## src/rtl/ddr2_cmd_checker_burst_tracker.sv

```systemverilog
// Block-write burst tracker: counts remaining fetches of an open block write and
// the cycles it has been open; raw timeout is qualified by the caller with done.
module ddr2_burst_tracker #(
   parameter int TIMEOUT = 256
) (
   input  logic       clk,
   input  logic       reset_n,
   input  logic       start,
   input  logic       fetch,
   input  logic [5:0] len,
   output logic       active,
   output logic       done,
   output logic       timeout
);
   localparam int TMO_W = $clog2(TIMEOUT + 1);

   localparam logic [0:0] IDLE   = 1'b0;
   localparam logic [0:0] BLK_WR = 1'b1;

   logic [0:0]       state;
   logic [5:0]       remaining;
   logic [TMO_W-1:0] tmo;

   assign active  = (state == BLK_WR);
   assign done    = active && fetch && (remaining == 6'd1);
   assign timeout = active && (tmo == TMO_W'(TIMEOUT - 1));

   // NOTE: state registers use non-blocking assignments so every flop samples
   // pre-edge values regardless of the order of statements in the block.
   always_ff @(posedge clk or negedge reset_n) begin
      if (!reset_n) begin
         state     <= IDLE;
         remaining <= '0;
         tmo       <= '0;
      end else begin
         case (state)
            IDLE: begin
               if (start) begin
                  state     <= BLK_WR;
                  remaining <= len;
                  tmo       <= '0;
               end
            end
            default: begin
               if (fetch) remaining <= remaining - 6'd1;
               tmo <= tmo + 1'b1;
               // A completing fetch and the timeout limit both end the burst.
               if (done || timeout) state <= IDLE;
            end
         endcase
      end
   end

endmodule

```

## config.mk

```make
export PLATFORM = sky130hd
export DESIGN_NAME = ddr2_burst_tracker
export DESIGN_NICKNAME = d
export VERILOG_FILES = /design/src/rtl/ddr2_cmd_checker_burst_tracker.sv
export SDC_FILE = /design/constraint.sdc
export NUM_CORES = 1
export LEC_CHECK = 0
export ABC_AREA = 1
export BUFFER_PORTS_ARGS = -buffer_cell sky130_fd_sc_hd__buf_2
export CORE_MARGIN = 4
export CORE_UTILIZATION = 50
export DETAILED_ROUTE_END_ITERATION = 6
export PLACE_DENSITY = 0.74
export SYNTH_ARGS = -nofsm -noshare
export SYNTH_HDL_FRONTEND = slang
export SYNTH_SLANG_ARGS = --single-unit
```

## constraint.sdc

```tcl
create_clock -name clk -period 1.5 [get_ports clk]
set_clock_uncertainty 0.2 [all_clocks]
set_input_delay 0.075 -clock clk [delete_from_list [all_inputs] [get_ports clk]]
set_output_delay 0.075 -clock clk [all_outputs]
set_load 0.01 [all_outputs]
```

==> results_dict.tcl <==
set metrics [dict create \
    drt_first_pass_iters 4 \
    clk_path_buf_depth 2 \
    syn_to_final_growth_pct 45.3 \
    ant_nets 0 \
    cp.arrival_ps 1640 \
    period_needed_ps 1910 \
    synth.net_count 145 \
    vias_per_cell 5.20 \
    path_clk_slew_ps 90 \
    p_leak_nw 0.744 \
    hold_path_class "in -> async" \
    vias 1050 \
    grt.total_usage_pct 21.3 \
    final_layout_size_suffix_gt1_share_pct 32.8 \
    crit_slowest_cell "dfrtp_1" \
    cp_common_cell "nand2_1" \
    grt_pass1_wl_um 4170 \
    synth_cell_type_count 19 \
    ys_warn_count 0 \
    required_ps 1220 \
    cts_tree "done" \
    tightestPinTransition_ps 381 \
    ioPinCount 13 \
    ir_drop_v 0.00133 \
    wl_per_cell_um 13.4 \
    die-area_um2 2700 \
    slew_headroom_pct 74.6 \
    grt_max_degree 17 \
    critPathMaxStageDelay_ps 370 \
    power_w 0.00259 \
    critPathKind "reg -> out" \
    synth_cells 131 \
    violations "setup timing" \
    cts_root_buffer "clkbuf_4" \
    crit_path_cell_trace "ha_2 -> nand3_4 -> nor3_4 -> nand2_1 -> nor2_1 -> ha_1 -> nand2_1 -> inv_1 -> buf_2" \
    nFillCells 126 \
    core_um2 1780 \
    final_common_cell "nand2_1" \
    row_count 15 \
    status "complete, but fails checks" \
    setup_ws_ps -412 \
    stdcell_count 202 \
    grt_overflow 0 \
    fin_crit_sh_pct 127 \
    place_hpwl_um 1570 \
    netlist_area_um2 966 \
    final_cell_mix "35 x nand2_1, 22 x buf_4, 16 x inv_1" \
    die_x_um 52.0 \
    numCtsBuffers 3 \
    cp-start-kind "register" \
    fmax_mhz 523 \
    antenna_found_initial 0 \
    dp.cells 175 \
    endpoint_kind "primary output" \
    remaining_drc_errors 0 \
    synth.yosys.seq_area_share_pct 41.5 \
    setup_viol 5 \
    p_per_area_nw_per_um2 1840 \
    syn_area_per_cell_um2 7.37 \
    synth-seq-cells 16 \
    h-tree-depth 1 \
    final_net_count 192 \
    gp_congestion 0.875 \
    rsz0062_at_grt "true" \
    holdWs_ps 48.2 \
    die_h_um 52.0 \
    drv_cap 0 \
    finalHoldViolations 0 \
    final_max_slew_viol_count 0 \
    grt_pass1_vias 1006 \
    start_util_pct 54.2 \
    critPathMaxFanout 2 \
    clkSinkCount 16 \
    tns_ps -717 \
    drt_iter0_markers 22 \
    insertion_delay_ps 290 \
    drt-total-wl_um 2710 \
    diodes 0 \
    io_buffers 12 \
]
-- layout make-up --
type / instances / area, um2 / share of cell area (%)
inverters: 21 / 86.3 / 6.15
well taps: 25 / 31.3 / 2.23
repair buffers: 44 / 333 / 23.7
clock buffers: 4 / 36.3 / 2.58
multi-input cells: 92 / 514 / 36.6
flip-flops and latches: 16 / 403 / 28.7
-- registers in the layout, indices dropped and copies added (netlist names) --
signal,cells
active,1
tmo,9
remaining,6
-- through the flow --
stage	setup slack (ps)	utilization, %	cell area [um2]
after global placement	-40.0	62.2	1110
after detailed placement	-72.7	62.2	1110
final	-412	78.7	1400
after CTS	-369	73.1	1300
after global routing	-568	78.7	1400
after floorplan	-88.2	-	966
-- worst max-delay path, delay by kind of cell, from the launching register on --
kind                     cells  cell delay (ps)
flip-flops                   1              370
buffers and inverters        2              160
AND/OR/NAND/NOR              5              460
adder cells (fa/ha/maj)      2              350
-- worst paths after layout --
check | start | end | slack (ps) | depth (start not counted)
worst max-delay path | tmo[1] | timeout | -410 | 9
worst min-delay path | reset_n | remaining[0] | 50 | 2
worst max register to register | tmo[1] | tmo[8] | -120 | 7
worst min register to register | remaining[5] | remaining[5] | 340 | 2
max in group asynchronous | reset_n | active | 760 | 2
min in group clk | remaining[5] | remaining[5] | 340 | 2
-- metal layers --
metal / up-vias / track usage, % / share of wire [%]
met2: 32 / 40.0 / 56
met1: 491 / 22.3 / 38
met4: 0 / 10.9 / 2.9
met5: - / 0 / 0
met3: 9 / 3.44 / 3.7
li1: 518 / - / -
-- logic make-up (layout without fill, tap and decap cells) --
logic type | Yosys count | count (layout) | share of synthesized area (%)
adder cells (fa/ha/maj) | 4 | 4 | 5.18
AO/OA/AOI/OAI | 20 | 20 | 11.0
buffers and inverters | 23 | 69 | 10.6
flip-flops | 16 | 16 | 41.5
AND/OR/NAND/NOR | 68 | 68 | 31.7
-- cells in the mapped netlist (all sizes together) --
| cell type | number | area, um2 |
|---|---|---|
| o22ai | 3 | 18.8 |
| o21ai | 12 | 60.1 |
| nor2 | 14 | 52.6 |
| buf | 2 | 16.3 |
| dfrtp | 16 | 400 |
| ha | 4 | 50.1 |
| nand2 | 38 | 160 |
| nor3 | 1 | 10.0 |
| nand4 | 3 | 18.8 |
| a21oi | 4 | 20.0 |
| nand3 | 12 | 65.1 |
| inv | 21 | 86.3 |
| o211ai | 1 | 7.51 |
-- where the power goes --
part	total (W)	leakage (nW)	switching, W	internal [W]
clock network	0.000284	0.0210	0.000136	0.000148
registers	0.000787	0.200	0.000169	0.000618
logic	0.00152	0.524	0.000835	0.000682
-- timing repair --
item	in CTS	in global routing
hold buffers	9	0
buffers inserted	7	7
gates resized for setup	5	15
setup endpoints to repair	4	9
hold endpoints to repair	27	0
pin swaps	2	4
Note: power is estimated with default switching activity, not from simulation.
